<file path="src/rtl/csel_adder_pipe.sv">
// csel_adder_pipe -- two-stage pipelined carry-select adder/subtractor.
//
// The operands are split into BLOCK-bit groups. In the first stage every group
// except group 0 computes two candidate sums, one for carry-in 0 and one for
// carry-in 1. Group 0 computes its real sum directly. After the first register,
// the real carry ripples group to group and picks one candidate per group. The
// result, carry and signed overflow are then registered onto the outputs.
// A valid/ready handshake on both sides gives one beat per cycle when the
// downstream is ready.
//
// Optional feature: define CSEL_SATURATE_EN to add the 'sat' input. A beat
// captured with sat=1 that overflows is clamped to the signed limit.
//
// Ports:
//   clk        rising-edge clock
//   rst_n      asynchronous active-low reset
//   in_valid   operands present
//   in_ready   block accepts operands this cycle
//   a, b       operands (WIDTH bits)
//   sub        0: a+b+cin, 1: a-b computed as a+~b+1 (cin ignored)
//   cin        carry-in for add mode
//   sat        (CSEL_SATURATE_EN only) clamp on signed overflow
//   out_valid  result present
//   out_ready  downstream accepts the result
//   sum        result (WIDTH bits, modulo 2^WIDTH unless clamped)
//   carry      carry out of the MSB; in subtract mode 1 means no borrow
//   overflow   signed overflow flag
module csel_adder_pipe #(
  parameter int WIDTH = 32,
  parameter int BLOCK = 8
) (
  input  logic             clk,
  input  logic             rst_n,
  input  logic             in_valid,
  output logic             in_ready,
  input  logic [WIDTH-1:0] a,
  input  logic [WIDTH-1:0] b,
  input  logic             sub,
  input  logic             cin,
`ifdef CSEL_SATURATE_EN
  input  logic             sat,
`endif
  output logic             out_valid,
  input  logic             out_ready,
  output logic [WIDTH-1:0] sum,
  output logic             carry,
  output logic             overflow
);

  localparam int NBLK  = WIDTH / BLOCK;
  localparam int NCAND = NBLK - 1;

`ifdef CSEL_SATURATE_EN
  // Largest positive value for neg=0, most negative value for neg=1.
  function automatic logic signed [WIDTH-1:0] sat_limit(input logic neg);
    logic signed [WIDTH-1:0] lim;
    lim = {neg, {(WIDTH-1){!neg}}};
    return lim;
  endfunction
`endif

  logic vld_p1;
  logic adv1, adv2;

  assign adv2     = !out_valid || out_ready;
  assign adv1     = !vld_p1 || adv2;
  assign in_ready = adv1;

  // ---- stage 0: operand conditioning and per-group candidate sums ----
  logic [WIDTH-1:0]             bx_p0;
  logic                         cin_p0;
  logic [BLOCK-1:0]             g0_sum_p0;
  logic                         g0_cy_p0;
  logic [NCAND-1:0][BLOCK-1:0]  sum0_p0, sum1_p0;
  logic [NCAND-1:0]             cy0_p0, cy1_p0;

  always_comb begin
    bx_p0  = sub ? ~b : b;
    cin_p0 = sub | cin;
    {g0_cy_p0, g0_sum_p0} = {1'b0, a[BLOCK-1:0]} + {1'b0, bx_p0[BLOCK-1:0]}
                          + {{BLOCK{1'b0}}, cin_p0};
    for (int g = 1; g < NBLK; g++) begin
      {cy0_p0[g-1], sum0_p0[g-1]} = {1'b0, a[g*BLOCK +: BLOCK]}
                                  + {1'b0, bx_p0[g*BLOCK +: BLOCK]};
      {cy1_p0[g-1], sum1_p0[g-1]} = {1'b0, a[g*BLOCK +: BLOCK]}
                                  + {1'b0, bx_p0[g*BLOCK +: BLOCK]}
                                  + {{BLOCK{1'b0}}, 1'b1};
    end
  end

  // ---- stage 1 register: candidates plus sign bits ----
  // bx_msb already reflects the subtract inversion, so sub itself is not
  // needed past this point.
  logic [BLOCK-1:0]             g0_sum_p1;
  logic                         g0_cy_p1;
  logic [NCAND-1:0][BLOCK-1:0]  sum0_p1, sum1_p1;
  logic [NCAND-1:0]             cy0_p1, cy1_p1;
  logic                         a_msb_p1, bx_msb_p1;
`ifdef CSEL_SATURATE_EN
  logic                         sat_p1;
`endif

  always_ff @(posedge clk or negedge rst_n) begin
    if (!rst_n) begin
      vld_p1    <= 1'b0;
      g0_sum_p1 <= '0;
      g0_cy_p1  <= 1'b0;
      sum0_p1   <= '0;
      sum1_p1   <= '0;
      cy0_p1    <= '0;
      cy1_p1    <= '0;
      a_msb_p1  <= 1'b0;
      bx_msb_p1 <= 1'b0;
`ifdef CSEL_SATURATE_EN
      sat_p1    <= 1'b0;
`endif
    end else begin
      if (adv1) vld_p1 <= in_valid;
      if (adv1 && in_valid) begin
        g0_sum_p1 <= g0_sum_p0;
        g0_cy_p1  <= g0_cy_p0;
        sum0_p1   <= sum0_p0;
        sum1_p1   <= sum1_p0;
        cy0_p1    <= cy0_p0;
        cy1_p1    <= cy1_p0;
        a_msb_p1  <= a[WIDTH-1];
        bx_msb_p1 <= bx_p0[WIDTH-1];
`ifdef CSEL_SATURATE_EN
        sat_p1    <= sat;
`endif
      end
    end
  end

  // ---- stage 2: carry chain selects one candidate per group ----
  logic signed [WIDTH-1:0] res_p2;
  logic signed [WIDTH-1:0] sum_p2;
  logic                    c_sel;
  logic                    ovf_p2;

  always_comb begin
    c_sel  = g0_cy_p1;
    res_p2 = '0;
    res_p2[BLOCK-1:0] = g0_sum_p1;
    for (int g = 1; g < NBLK; g++) begin
      res_p2[g*BLOCK +: BLOCK] = c_sel ? sum1_p1[g-1] : sum0_p1[g-1];
      c_sel = c_sel ? cy1_p1[g-1] : cy0_p1[g-1];
    end
    ovf_p2 = (a_msb_p1 == bx_msb_p1) && (res_p2[WIDTH-1] != a_msb_p1);
    sum_p2 = res_p2;
`ifdef CSEL_SATURATE_EN
    if (sat_p1 && ovf_p2) sum_p2 = sat_limit(a_msb_p1);
`endif
  end

  // ---- output register ----
  always_ff @(posedge clk or negedge rst_n) begin
    if (!rst_n) begin
      out_valid <= 1'b0;
      sum       <= '0;
      carry     <= 1'b0;
      overflow  <= 1'b0;
    end else begin
      if (adv2) out_valid <= vld_p1;
      if (adv2 && vld_p1) begin
        sum      <= sum_p2;
        carry    <= c_sel;
        overflow <= ovf_p2;
      end
    end
  end

endmodule
</file>
<file path="config.mk">
export PLATFORM = sky130hd
export DESIGN_NAME = csel_adder_pipe
export DESIGN_NICKNAME = d
export VERILOG_FILES = /design/src/rtl/csel_adder_pipe.sv
export SDC_FILE = /design/constraint.sdc
export NUM_CORES = 1
export LEC_CHECK = 0
export ABC_AREA = 1
export CAP_MARGIN = 20
export CORE_AREA = 2 2 107 109
export CTS_CLUSTER_DIAMETER = 50
export DETAILED_ROUTE_END_ITERATION = 10
export DIE_AREA = 0 0 109 111
export PLACE_DENSITY = 0.92
export SYNTH_ARGS = -nofsm -noshare
export SYNTH_HDL_FRONTEND = slang
export SYNTH_SLANG_ARGS = --single-unit
</file>
<file path="constraint.sdc">
create_clock -name clk -period 2.65 [get_ports clk]
set_clock_uncertainty 0.1 [all_clocks]
set_input_delay 0.53 -clock clk [delete_from_list [all_inputs] [get_ports clk]]
set_output_delay 0.53 -clock clk [all_outputs]
set_load 0.01 [all_outputs]
</file>
**Yosys cells after proc, flatten, opt, wreduce, memory -nomap -nowiden**

Index checks and enable logic that the tools add are counted.

- Word-level logic and storage cells: 43
- Register bits: 101
- Bits of input ports: 70
- Output and inout bits: 36

- Bitwise operators: 2
- Muxes and demuxes: 7
- Equal/unequal tests: 2
- $add $sub $neg: 8
- Reductions and logical operators: 7

Operator list:

| operator | count |
|---|---|
| $add 8x8->9 | 4 |
| $mux 32 | 1 |
| $not 32->32 | 1 |
| $add 9x1->9 const B | 3 |
| $mux 8 | 3 |
| $add 9x1->9 | 1 |
| $logic_and 1x1->1 | 3 |
| $mux 1 | 3 |
| $logic_not 1->1 | 2 |
| $logic_or 1x1->1 | 2 |
| $eq 1x1->1 | 1 |
| $ne 1x1->1 | 1 |
| $or 1x1->1 | 1 |

**Depth between registers and ports, before layout**

- Depth in word-level cells: 5
- Mapped depth: 18
- Depth with buffers taken out: 16

**Worst setup path before layout**

No wires, ideal clock.

- Kind: input-to-reg
- Start point: input port sub
- End point: register cy1_p1[2]
- Required time: 2432 ps
- Path slack: -362 ps
- Stages: 17
- Library setup time: 118 ps
- Arrival time: 2794 ps
- Path through: clkbuf_1 -> buf_2 -> xor2_1 -> ha_1 -> inv_1 -> fa_1 -> inv_1 -> ha_1 -> inv_1 -> nor2_4 -> nand3_2 -> nor2_4 -> nand2_1 -> nor2_1 -> nand3_1 -> nand3_1 -> nand2_1

RTL lines:

| element | RTL line | text |
|---|---|---|
| start, declared | 38 | `input logic sub,` |
| end signal, assigned | 125 | `cy1_p1 <= cy1_p0;` |
| end, declared | 97 | `logic [NCAND-1:0] cy0_p1, cy1_p1;` |

==> results_dict.tcl <==
set metrics [dict create \
    grt_use_met2_pct 38.9 \
    timing.final.ws_setup_ps -74.5 \
    grt_pass1_wl_mm 25.1 \
    setup_viol 1 \
    drtIter0Drc 591 \
    clkSlewWorstSetupHoldPaths_ps 60 \
    ios 106 \
    worstPathMaxFanout 3 \
    drc 0 \
    cp-end-kind "flop" \
    hpwl_mm 10.9 \
    n_fill_cell 699 \
    wl_mm 16.3 \
    status "finished, violations left" \
    postCtsHoldBufs 0 \
    worstPathRequired_ps 2790 \
    synth_top_area_share_pct 40.6 \
    grt-ovfl-total 0 \
    drive_above_1_share_pct 13.9 \
    ys_types 34 \
    fmax_mhz 367 \
    cts.sinks 101 \
    violations "setup timing" \
    use_met3_pct 3.76 \
    core.rowCount 39 \
    grt_use_total_pct 26.0 \
    drt_pass1_iterations 5 \
    cts-root-buf "clkbuf_16" \
    syn-instance-count 804 \
    die_h_um 111 \
    drv_cap 0 \
    rsz0062_at_grt "yes" \
    diodes 0 \
    antenna_found_initial 0 \
    syn2layout_area_growth_pct 32.5 \
    core_um2 11100 \
    worstMarginPinSlew_ps 539 \
    nNetsFinal 1058 \
    utilization_pct 74.4 \
    drtAntennaViolNets 0 \
    htreeDepth 3 \
    grt_max_degree 43 \
    worst_skew_pair.late_latency_ps 360 \
    hold_class "in -> async" \
    criticalPathCategory "in -> reg" \
    finalSetupTns_ps -74.5 \
    vias_per_cell 5.54 \
    busiest_layer "met2" \
    syn_nets 916 \
    yosysTopAreaCell "dfrtp_1" \
    cts_tree "built" \
    power.density_nw_per_um2 784 \
    final_common_cell "nand2_1" \
    routed-via-count 6059 \
    grt_use_met1_pct 38.6 \
    post_drt_wl_per_cell_um 14.9 \
    irDropWorstVdd_uv 500 \
    stdcell_count 1094 \
    mostFrequentLayoutCells "247 x nand2_1, 101 x dfrtp_1, 98 x clkdlybuf4s50_1" \
    synth_area_per_cell_um2 7.74 \
    cts_buffers 9 \
    portBuffers 105 \
    grt_pass1_vias 5385 \
    setup.worst_path.start_class "primary input" \
    place_ws_ps -469 \
    synth_area_leaders "dfrtp_1 41%, nand2_1 15%, ha_1 7.4%" \
    fin_crit_sh_pct 103 \
    relSlewSlack_pct 64.1 \
    ys_seq_area_share_pct 40.6 \
    syn-cell-area_um2 6220 \
    yosys_warnings 0 \
    yosys_register_bits 101 \
    hold_viol 0 \
    p_leak_nw 4.07 \
    gp_congestion 0.841 \
    seq_area_um2 2530 \
    arrival_ps 2870 \
    die_x_um 109 \
    start_util_pct 56.2 \
    dieArea_um2 12100 \
    multi_input_area_um2 3400 \
    clock_path_buffers 2 \
    maxSlewViolCount 0 \
    final.min_clock_period_ps 2720 \
    dpl.cell_count 1070 \
]
final timing paths:
kind,cells past startpoint,end,slack (ps),startpoint
max in group asynchronous,2,g0_sum_p1[4]$_DFFE_PN0P_,1770,rst_n
min in group clk,2,sum[7]$_DFFE_PN0P_,370,g0_sum_p1[7]$_DFFE_PN0P_
hold reg to reg,2,sum[7]$_DFFE_PN0P_,370,g0_sum_p1[7]$_DFFE_PN0P_
setup reg to reg,8,sum[29]$_DFFE_PN0P_,870,g0_cy_p1$_DFFE_PN0P_
setup / recovery,14,cy1_p1[2]$_DFFE_PN0P_,-70,b[25]
hold / removal,1,sum0_p1[21]$_DFFE_PN0P_,50,rst_n
metrics by stage:
| step | area (um2) | hold WS, ps | power, mW |
|---|---|---|---|
| after floorplan | 6270 | 134 | 3.70 |
| after global placement | 7730 | 351 | 4.73 |
| after detailed placement | 7730 | 362 | 4.84 |
| after CTS | 8090 | 70.1 | 6.32 |
| after global routing | 8240 | 94.9 | 6.82 |
| final | 8240 | 50.9 | 6.46 |
sequential cells by signal (all words and copies together), names as in the netlist, 3 cells and up:
register / flops
sum: 32
sum0_p1: 24
sum1_p1: 24
g0_sum_p1: 8
cy0_p1: 3
cy1_p1: 3
repair_timing:
item	in CTS	in global routing
setup buffers	3	5
resized for setup	5	36
pin swaps	8	32
setup endpoints to repair	5	15
critical path, cell delays in order:
cell	delay, ps
clkdlybuf4s50_1	530
xnor2_2	150
fa_1	480
inv_2	110
ha_4	150
inv_2	50
nor2_4	120
nand3_4	100
nor2_4	180
nand2_2	90
nor2_2	120
nand3_1	110
nand3_1	100
nand2_1	60
routing by layer:
layer | vias to the layer above | wire length (um)
met1 | 2800 | 6990
met3 | 62 | 1340
li1 | 2865 | -
met2 | 332 | 7440
met5 | - | 0
met4 | 0 | 501
cells by family (layout without fill, tap and decap cells):
family                   Yosys count  count (layout)  share of synthesized area [%]
AND/OR/NAND/NOR                  392             392                           27.0
AO/OA/AOI/OAI                    120             120                           10.5
buffers and inverters            108             255                           6.92
XOR/XNOR                          41              41                           5.89
flip-flops                       101             101                           40.6
adder cells (fa/ha/maj)           42              42                           9.05
cells in the mapped netlist:
cell type	count
nand3_2	4
inv_1	79
a31oi_1	15
inv_6	1
fa_1	5
o21ai_4	1
inv_2	3
and2_1	1
ha_1	37
o31ai_1	3
or2_2	2
nor2_2	4
nand2_4	4
clkinv_4	1
buf_2	12
nand2_2	6
nand4_1	13
nand3_1	43
o21bai_2	1
nand3b_1	5
o21ai_0	72
a21oi_1	22
nor2_1	54
a22o_1	1
nor2_4	2
dfrtp_1	101
xnor2_1	7
nand2_1	254
xor2_2	1
o21a_1	1
xor2_1	33
clkbuf_1	12
o211ai_1	2
o21ai_1	2
cell type report:
cell class / instances / area share [%]
Sequential cell: 101 / 30.7
Clock inverter: 3 / 0.820
Inverter: 84 / 3.95
Multi-Input combinational cell: 595 / 41.3
Tap cell: 143 / 2.17
Clock buffer: 13 / 3.16
Timing Repair Buffer: 155 / 17.9
report_power, final:
| group | total [mW] | switching [mW] | internal (mW) |
|---|---|---|---|
| registers | 2.37 | 0.324 | 2.04 |
| logic | 2.64 | 1.44 | 1.21 |
| clock network | 1.45 | 0.574 | 0.880 |
(Power assumes the default switching activity.)
